## src/rtl/sysctrl_wb_regfile_pkg.sv

```systemverilog
// Shared definitions for the system-control Wishbone register file:
// register offsets, ack sequencer states and byte-lane helpers.
package sysctrl_pkg;

  localparam logic [31:0] SYSCTRL_BASE_ADR    = 32'h2620_0000;

  localparam logic [7:0]  SYSCTRL_CLK_OFS     = 8'h00;
  localparam logic [7:0]  SYSCTRL_TRAP_OFS    = 8'h04;
  localparam logic [7:0]  SYSCTRL_IRQSRC_OFS  = 8'h08;
  localparam logic [7:0]  SYSCTRL_IRQSTAT_OFS = 8'h0C;
  localparam logic [7:0]  SYSCTRL_IRQEN_OFS   = 8'h10;

  typedef enum logic [1:0] {
    ST_IDLE = 2'd0,
    ST_WAIT = 2'd1,
    ST_ACK  = 2'd2
  } ack_state_e;

  function automatic logic [31:0] sel_to_mask(input logic [3:0] sel);
    logic [31:0] mask;
    mask = 32'h0;
    for (int b = 0; b < 4; b++) begin
      mask[8*b +: 8] = {8{sel[b]}};
    end
    return mask;
  endfunction

  function automatic logic [31:0] byte_merge(input logic [31:0] old_word,
                                             input logic [31:0] new_word,
                                             input logic [3:0]  sel);
    logic [31:0] mask;
    mask = sel_to_mask(sel);
    return (old_word & ~mask) | (new_word & mask);
  endfunction

endpackage

```

## src/rtl/sysctrl_wb_regfile_if.sv

```systemverilog
// Wishbone bus bundle between the management master and the sysctrl slave.
interface sysctrl_wb_regfile_if;
  logic        wb_stb_i;
  logic        wb_cyc_i;
  logic        wb_we_i;
  logic [3:0]  wb_sel_i;
  logic [31:0] wb_adr_i;
  logic [31:0] wb_dat_i;
  logic        wb_ack_o;
  logic [31:0] wb_dat_o;

  modport master (
    output wb_stb_i, wb_cyc_i, wb_we_i, wb_sel_i, wb_adr_i, wb_dat_i,
    input  wb_ack_o, wb_dat_o
  );

  modport slave (
    input  wb_stb_i, wb_cyc_i, wb_we_i, wb_sel_i, wb_adr_i, wb_dat_i,
    output wb_ack_o, wb_dat_o
  );
endinterface

```

## src/rtl/sysctrl_wb_regfile_ack_fsm.sv

```systemverilog
// IDLE/WAIT/ACK sequencer: inserts ACK_WAIT wait states, emits the commit
// strobe on the edge entering ACK and a registered one-cycle ack.
module wb_ack_fsm
  import sysctrl_pkg::*;
#(
  parameter int ACK_WAIT = 0
) (
  input  logic wb_clk_i,
  input  logic wb_rst_i,
  input  logic req,
  input  logic active,
  output logic commit,
  output logic ack
);

  localparam logic [1:0] WAIT_INIT = (ACK_WAIT > 0) ? 2'(ACK_WAIT - 1) : 2'd0;

  ack_state_e state_r;
  ack_state_e state_nxt_s;
  logic [1:0] cnt_r;
  logic [1:0] cnt_nxt_s;
  logic       ack_r;

  // State, wait counter and ack flop
  always_ff @(posedge wb_clk_i) begin
    if (wb_rst_i) begin
      state_r <= ST_IDLE;
      cnt_r   <= 2'd0;
      ack_r   <= 1'b0;
    end else begin
      state_r <= state_nxt_s;
      cnt_r   <= cnt_nxt_s;
      ack_r   <= (state_nxt_s == ST_ACK);
    end
  end

  // Next state; a master that drops stb/cyc while waiting aborts the access
  always_comb begin
    state_nxt_s = state_r;
    cnt_nxt_s   = cnt_r;
    commit      = 1'b0;
    case (state_r)
      ST_IDLE: begin
        if (req) begin
          if (ACK_WAIT == 0) begin
            state_nxt_s = ST_ACK;
            commit      = 1'b1;
          end else begin
            state_nxt_s = ST_WAIT;
            cnt_nxt_s   = WAIT_INIT;
          end
        end else begin
          state_nxt_s = ST_IDLE;
        end
      end
      ST_WAIT: begin
        if (!active) begin
          state_nxt_s = ST_IDLE;
        end else if (cnt_r == 2'd0) begin
          state_nxt_s = ST_ACK;
          commit      = 1'b1;
        end else begin
          cnt_nxt_s = cnt_r - 2'd1;
        end
      end
      ST_ACK:  state_nxt_s = ST_IDLE;
      default: state_nxt_s = ST_IDLE;
    endcase
  end

  assign ack = ack_r;

endmodule

```

## src/rtl/sysctrl_wb_regfile.sv

```systemverilog
// Housekeeping system-control registers on the management Wishbone bus:
// pad-mux enables, IRQ source selects and edge-latched W1C IRQ status.
module sysctrl_wb_regfile
  import sysctrl_pkg::*;
#(
  parameter logic [31:0] BASE_ADR = SYSCTRL_BASE_ADR,
  parameter int          N_CLK    = 2,
  parameter int          N_IRQ    = 2,
  parameter int          ACK_WAIT = 0
) (
  input  logic                 wb_clk_i,
  input  logic                 wb_rst_i,
  sysctrl_wb_regfile_if.slave  wb,
  input  logic [N_IRQ-1:0]     irq_in,
  output logic [N_CLK-1:0]     clk_out_dest,
  output logic                 trap_out_dest,
  output logic [N_IRQ-1:0]     irq_src_sel,
  output logic                 irq_o
);

  logic             hit_s, active_s, req_s, aligned_s;
  logic             commit_s, ack_s, wr_s, rd_s;
  logic [7:0]       ofs_s;
  logic [31:0]      rd_data_s, wr_word_s, clr_bits_s;
  logic [N_IRQ-1:0] rise_s, status_nxt_s;
  logic             unused_ok_s;

  logic [N_CLK-1:0] clk_out_dest_r;
  logic             trap_out_dest_r;
  logic [N_IRQ-1:0] irq_src_r, irq_status_r, irq_en_r, irq_q_r;
  logic [31:0]      dat_o_r;

  assign hit_s     = (wb.wb_adr_i[31:8] == BASE_ADR[31:8]);
  assign active_s  = wb.wb_stb_i & wb.wb_cyc_i;
  assign req_s     = active_s & hit_s;
  assign aligned_s = (wb.wb_adr_i[1:0] == 2'b00);
  assign ofs_s     = wb.wb_adr_i[7:0];
  assign wr_s      = commit_s & wb.wb_we_i & aligned_s;
  assign rd_s      = commit_s & ~wb.wb_we_i;

  wb_ack_fsm #(.ACK_WAIT(ACK_WAIT)) u_ack_fsm (
    .wb_clk_i (wb_clk_i),
    .wb_rst_i (wb_rst_i),
    .req      (req_s),
    .active   (active_s),
    .commit   (commit_s),
    .ack      (ack_s)
  );

  // Read mux; misaligned and unmapped offsets read as zero
  always_comb begin
    rd_data_s = 32'h0;
    if (aligned_s) begin
      case (ofs_s)
        SYSCTRL_CLK_OFS:     rd_data_s = 32'(clk_out_dest_r);
        SYSCTRL_TRAP_OFS:    rd_data_s = 32'(trap_out_dest_r);
        SYSCTRL_IRQSRC_OFS:  rd_data_s = 32'(irq_src_r);
        SYSCTRL_IRQSTAT_OFS: rd_data_s = 32'(irq_status_r);
        SYSCTRL_IRQEN_OFS:   rd_data_s = 32'(irq_en_r);
        default:             rd_data_s = 32'h0;
      endcase
    end else begin
      rd_data_s = 32'h0;
    end
  end

  assign wr_word_s   = byte_merge(rd_data_s, wb.wb_dat_i, wb.wb_sel_i);
  assign clr_bits_s  = wb.wb_dat_i & sel_to_mask(wb.wb_sel_i);
  assign rise_s      = irq_in & ~irq_q_r;
  assign unused_ok_s = ^{wr_word_s, clr_bits_s};

  // Status update: a new rising edge outranks a simultaneous W1C clear
  always_comb begin
    if (wr_s && (ofs_s == SYSCTRL_IRQSTAT_OFS)) begin
      status_nxt_s = (irq_status_r & ~clr_bits_s[N_IRQ-1:0]) | rise_s;
    end else begin
      status_nxt_s = irq_status_r | rise_s;
    end
  end

  // Register file, edge detector and read-data capture
  always_ff @(posedge wb_clk_i) begin
    if (wb_rst_i) begin
      clk_out_dest_r  <= '0;
      trap_out_dest_r <= 1'b0;
      irq_src_r       <= '0;
      irq_status_r    <= '0;
      irq_en_r        <= '0;
      irq_q_r         <= '0;
      dat_o_r         <= 32'h0;
    end else begin
      irq_q_r      <= irq_in;
      irq_status_r <= status_nxt_s;
      if (rd_s) begin
        dat_o_r <= rd_data_s;
      end
      if (wr_s) begin
        case (ofs_s)
          SYSCTRL_CLK_OFS:    clk_out_dest_r  <= wr_word_s[N_CLK-1:0];
          SYSCTRL_TRAP_OFS:   trap_out_dest_r <= wr_word_s[0];
          SYSCTRL_IRQSRC_OFS: irq_src_r       <= wr_word_s[N_IRQ-1:0];
          SYSCTRL_IRQEN_OFS:  irq_en_r        <= wr_word_s[N_IRQ-1:0];
          default:            ;
        endcase
      end
    end
  end

  assign wb.wb_ack_o   = ack_s;
  assign wb.wb_dat_o   = dat_o_r;
  assign clk_out_dest  = clk_out_dest_r;
  assign trap_out_dest = trap_out_dest_r;
  assign irq_src_sel   = irq_src_r;
  assign irq_o         = |(irq_status_r & irq_en_r);

endmodule

```

## src/flat_wrapper.sv

```systemverilog
// flat-port wrapper written by rule: the top's interface ports become plain ports
module sysctrl_wb_regfile_flat import sysctrl_pkg::*;
#(
  parameter logic [31:0] BASE_ADR = SYSCTRL_BASE_ADR,
  parameter int          N_CLK    = 2,
  parameter int          N_IRQ    = 2,
  parameter int          ACK_WAIT = 0
)
  (wb_clk_i, wb_rst_i, irq_in, clk_out_dest, trap_out_dest, irq_src_sel, irq_o, wb_wb_stb_i, wb_wb_cyc_i, wb_wb_we_i, wb_wb_sel_i, wb_wb_adr_i, wb_wb_dat_i, wb_wb_ack_o, wb_wb_dat_o);
  sysctrl_wb_regfile_if wb_i ();
  input  logic wb_clk_i;
  input  logic wb_rst_i;
  input  logic [N_IRQ-1:0] irq_in;
  output logic [N_CLK-1:0] clk_out_dest;
  output logic trap_out_dest;
  output logic [N_IRQ-1:0] irq_src_sel;
  output logic irq_o;
  input wire logic [$bits(wb_i.wb_stb_i)-1:0] wb_wb_stb_i;
  input wire logic [$bits(wb_i.wb_cyc_i)-1:0] wb_wb_cyc_i;
  input wire logic [$bits(wb_i.wb_we_i)-1:0] wb_wb_we_i;
  input wire logic [$bits(wb_i.wb_sel_i)-1:0] wb_wb_sel_i;
  input wire logic [$bits(wb_i.wb_adr_i)-1:0] wb_wb_adr_i;
  input wire logic [$bits(wb_i.wb_dat_i)-1:0] wb_wb_dat_i;
  output wire logic [$bits(wb_i.wb_ack_o)-1:0] wb_wb_ack_o;
  output wire logic [$bits(wb_i.wb_dat_o)-1:0] wb_wb_dat_o;
  assign wb_i.wb_stb_i = wb_wb_stb_i;
  assign wb_i.wb_cyc_i = wb_wb_cyc_i;
  assign wb_i.wb_we_i = wb_wb_we_i;
  assign wb_i.wb_sel_i = wb_wb_sel_i;
  assign wb_i.wb_adr_i = wb_wb_adr_i;
  assign wb_i.wb_dat_i = wb_wb_dat_i;
  assign wb_wb_ack_o = wb_i.wb_ack_o;
  assign wb_wb_dat_o = wb_i.wb_dat_o;
  sysctrl_wb_regfile #(.BASE_ADR(BASE_ADR), .N_CLK(N_CLK), .N_IRQ(N_IRQ), .ACK_WAIT(ACK_WAIT)) u_core (.wb_clk_i(wb_clk_i), .wb_rst_i(wb_rst_i), .wb(wb_i), .irq_in(irq_in), .clk_out_dest(clk_out_dest), .trap_out_dest(trap_out_dest), .irq_src_sel(irq_src_sel), .irq_o(irq_o));
endmodule
```

## config.mk

```make
export PLATFORM = sky130hd
export DESIGN_NAME = sysctrl_wb_regfile_flat
export DESIGN_NICKNAME = d
export VERILOG_FILES = /design/src/rtl/sysctrl_wb_regfile_pkg.sv /design/src/rtl/sysctrl_wb_regfile_if.sv /design/src/rtl/sysctrl_wb_regfile_ack_fsm.sv /design/src/rtl/sysctrl_wb_regfile.sv /design/src/flat_wrapper.sv
export SDC_FILE = /design/constraint.sdc
export NUM_CORES = 1
export LEC_CHECK = 0
export BUFFER_PORTS_ARGS = -buffer_cell sky130_fd_sc_hd__buf_2
export CAP_MARGIN = 5
export CORE_ASPECT_RATIO = 2
export CORE_UTILIZATION = 39
export CTS_CLUSTER_DIAMETER = 200
export DETAILED_ROUTE_END_ITERATION = 10
export PLACE_DENSITY = 0.83
export SYNTH_ARGS = -nofsm -noshare
export SYNTH_HDL_FRONTEND = slang
export SYNTH_SLANG_ARGS = --single-unit
```

## constraint.sdc

```tcl
create_clock -name wb_clk_i -period 2.8 [get_ports wb_clk_i]
set_input_delay 0.28 -clock wb_clk_i [delete_from_list [all_inputs] [get_ports wb_clk_i]]
set_output_delay 0.28 -clock wb_clk_i [all_outputs]
set_load 0.01 [all_outputs]
```

==> results.txt <==
The run finished with clean final reports. Leaving out fill and tap cells, the most frequent cell in the layout is buf_2. Setup violations remaining at the end of the flow were counted as 0. The global-route met3 utilization came out at 1.95%. The first detailed-routing pass ran for 4 iterations.

The setup TNS after final layout is 0 ns. The pre-CTS setup slack is 0.659 ns. The maximum level of the CTS H-tree is 1. The via density per instance came out at 4.85. The CTS tree is built.

The final critical-path required period came out at 2.03 ns. The number of sinks driven by the clock tree came out at 18. The met1 track utilization from global routing came out at 17.2%. The most used flip-flop cell after synthesis is dfxtp_1.

The final worst-path cycle share is 72.5%. The count of nets left with antenna violations after detail routing came out at 0. The final standard cell utilization of the core came out at 49.3%. By area the synthesized netlist is led by dfxtp_1 30%, buf_4 19%, mux2_2 5.7%, mux2i_1 4.2%, nand2_1 3.2%.

The number of port buffers is 50. The worst flop-to-flop path startpoint is u_core.u_ack_fsm.state_r[0]$_SDFF_PP0_. In the global route stage, met2 resource usage came out at 29.4%. The number of cells on the worst reg-to-reg path is 5. The total instance count after detailed placement is 209. The number of enable-type register cells in the synthesized netlist is 0. The sequential-to-total area share from yosys stat came out at 30.5%. The post-synthesis register bit count is 18. The routed design has 2.39 mm of wire. The number of hold-slack violations in the final timing report came out at 0. The number of clock buffers inserted by TritonCTS is 3. Detailed placement ended at an HPWL of 1.96 mm. The post-route clock skew came out at 0.00118 ns.

Tracing the worst setup path back leads to its startpoint at u_core.u_ack_fsm.state_r[0]$_SDFF_PP0_. The path class of the tightest hold or removal check is input port to flop. The global-route wire length before repair is 3.80 mm. The pin count of the biggest net entering global routing came out at 17. Setup slack on the worst reg-to-reg path comes out at 0.77 ns. The number of post-CTS setup repair buffers is 0.

The weighted congestion at the end of routability-driven global placement came out at 0.916. The number of maximum-capacitance violations is 0. The top-level I/O count is 114.

The count of different cell masters after synthesis came out at 38. The classification of the worst setup path is flop to flop. The number of vias after detailed routing came out at 1,032.

STA classifies the critical path startpoint as a flop. The hold buffer count at cts came out at 0. The longest clock path from root to sink contains 2 buffers. The clock network latency to the later pin of the worst-skew pair is 0.26 ns. The max-slew violation count is 0. Gates resized during post-CTS repair numbered 0. The post-route netlist has 34.2% of its cells at a drive strength greater than 1. In this run the worst setup path terminates at u_core.clk_out_dest[0]$_SDFFE_PP0P_. Setup repair after global routing left no endpoint under its margin. The total number of nets in the final design came out at 261. The maximum net fanout on the critical path is 12. The chip width is 40.9 µm. The overflow left after global routing came out at 0. The layout overhead on the synthesized area came out at 16.9%. The static leakage is 0.643 nW. The global routing stage identified its most utilized layer as met2. The top cell types in the final layout, fill and taps aside, are 50 x buf_2, 30 x conb_1, 18 x dfxtp_1. Static timing analysis puts the maximum clock frequency at 493 MHz.

The maximum vdd drop is 0.000265 V. After floorplanning, the core was divided into 27 placement rows. The antenna cell count is 0. The power per standard cell area came out at 400 nW/µm². The placeable core region came out at 2800 µm². The mean area per synthesized cell came out at 8.76 µm². Synthesis handed over a netlist of 135 instances. The die footprint is 3270 µm². The combined global-route utilization of all metal layers is 16.7%. The required time at the worst-slack endpoint is 2.95 ns. The top-area cell type share of the netlist area came out at 30.5%.

The endpoint identified for the worst register-to-register timing path is u_core.clk_out_dest[0]$_SDFFE_PP0P_. The number of global-route vias before repair is 934. The total of fill cells in the finished design is 299.

The least setup slack across all paths after layout came out at 0.771 ns. The clock edge transition at the registers on the reported setup and hold paths is 0.07 ns. Dividing the detail-routed wire length by the instance count gives 11.2 µm. Data arrives at the worst endpoint at 2.18 ns. The non-filler instance count after layout came out at 213. The number of warnings issued by yosys came out at 0. Summed over all instances, the cell type with the most area after synthesis is dfxtp_1.

The fraction of registers with async set/reset is 0%. The initial standard-cell utilization of the core came out at 42.2%. The initial antenna violation count is 0. The first routing iteration left 8 violations. For this run, design rule violations remaining after detail routing come to 0. Measured along the y axis, the die boundary spans 79.9 µm.

The endpoint type of the worst setup path is a flop. The root buffer cell is clkbuf_8. After synthesis the cells add up to 1180 µm².
-- routing by layer --
metal / vias up / part of all wire [%] / wire length [µm]
met5: - / 0 / 0
met1: 446 / 34 / 813
li1: 513 / - / -
met4: 0 / 2.5 / 59
met2: 68 / 53 / 1270
met3: 5 / 11 / 252
-- cells in the mapped netlist, types with 2 or more instances --
master and instances:
buf_4 30, dfxtp_1 18, nand2_1 10, nor2_1 8, mux2_2 6, nor2b_1 6, inv_1 5, mux2i_1 5
nor4_1 5, nand4_1 4, a21oi_1 3, nor3b_1 3, a2bb2oi_1 2, buf_2 2, nand3_1 2, nor3_1 2
o21ai_0 2, o2bb2ai_1 2
-- critical path, stage by stage, from the launching register on --
cell,delay [ns]
dfxtp_1,0.33
nor4_2,0.26
nand4_1,0.14
o21a_1,0.37
nor4b_2,0.45
mux2_2,0.37
-- flip-flops by register name, indices dropped and copies added, names as in the netlist --
| name | cells |
|---|---|
| u_core.u_ack_fsm.ack | 1 |
| u_core.clk_out_dest | 2 |
| u_core.u_ack_fsm.cnt_r | 2 |
| u_core.trap_out_dest | 1 |
| u_core.irq_q_r | 2 |
| u_core.irq_en_r | 2 |
| u_core.u_ack_fsm.state_r | 2 |
| u_core.wb.wb_dat_o | 2 |
| u_core.irq_src_sel | 2 |
| u_core.irq_status_r | 2 |
-- cell families after synthesis --
kind of cell,count (synthesis),share of synthesized area (%)
flops,18,30.5
other cells,1,0.317
mux,11,9.95
buf+inv,39,22.8
xor+xnor,1,0.741
fa+ha+maj,1,1.06
compound gates,15,9.31
simple gates,49,25.4
-- worst min path at each step --
stage / slack (ns) / cells after the start / start / endpoint
after floorplan: 0.44 / 2 / u_core.irq_q_r[0]$_SDFF_PP0_ / u_core.irq_status_r[0]$_SDFF_PP0_
final: 0.29 / 2 / irq_in[1] / u_core.irq_q_r[1]$_SDFF_PP0_
after CTS: 0.29 / 2 / irq_in[1] / u_core.irq_q_r[1]$_SDFF_PP0_
after global placement: 0.44 / 2 / u_core.irq_q_r[1]$_SDFF_PP0_ / u_core.irq_status_r[1]$_SDFF_PP0_
after global routing: 0.29 / 2 / irq_in[1] / u_core.irq_q_r[1]$_SDFF_PP0_
after detailed placement: 0.45 / 2 / u_core.irq_q_r[1]$_SDFF_PP0_ / u_core.irq_status_r[1]$_SDFF_PP0_
-- final cells by class --
cell class | instances | area, µm² | area share, %
Inverter | 5 | 18.8 | 1.36
Sequential cell | 18 | 360 | 26.1
Clock buffer | 4 | 55.1 | 3.98
Timing Repair Buffer | 50 | 250 | 18.1
Tap cell | 29 | 36.3 | 2.62
Multi-Input combinational cell | 107 | 662 | 47.9
-- report_power, final --
| part | leakage [nW] | total (mW) | switching [mW] | internal (mW) |
|---|---|---|---|---|
| clock network | 0.0288 | 0.213 | 0.0876 | 0.125 |
| registers | 0.146 | 0.263 | 0.00298 | 0.260 |
| logic | 0.468 | 0.0772 | 0.0458 | 0.0314 |
| total | 0.643 | 0.553 | 0.136 | 0.417 |
-- stage by stage --
| stage | area, µm² | hold slack [ns] | total power [mW] |
|---|---|---|---|
| final | 1380 | 0.295 | 0.553 |
| after global routing | 1380 | 0.295 | 0.586 |
| after CTS | 1380 | 0.292 | 0.559 |
| after detailed placement | 1330 | 0.448 | 0.346 |
| after global placement | 1330 | 0.441 | 0.345 |
| after floorplan | 1290 | 0.436 | 0.341 |
Note: power is estimated with default switching activity, not from simulation.
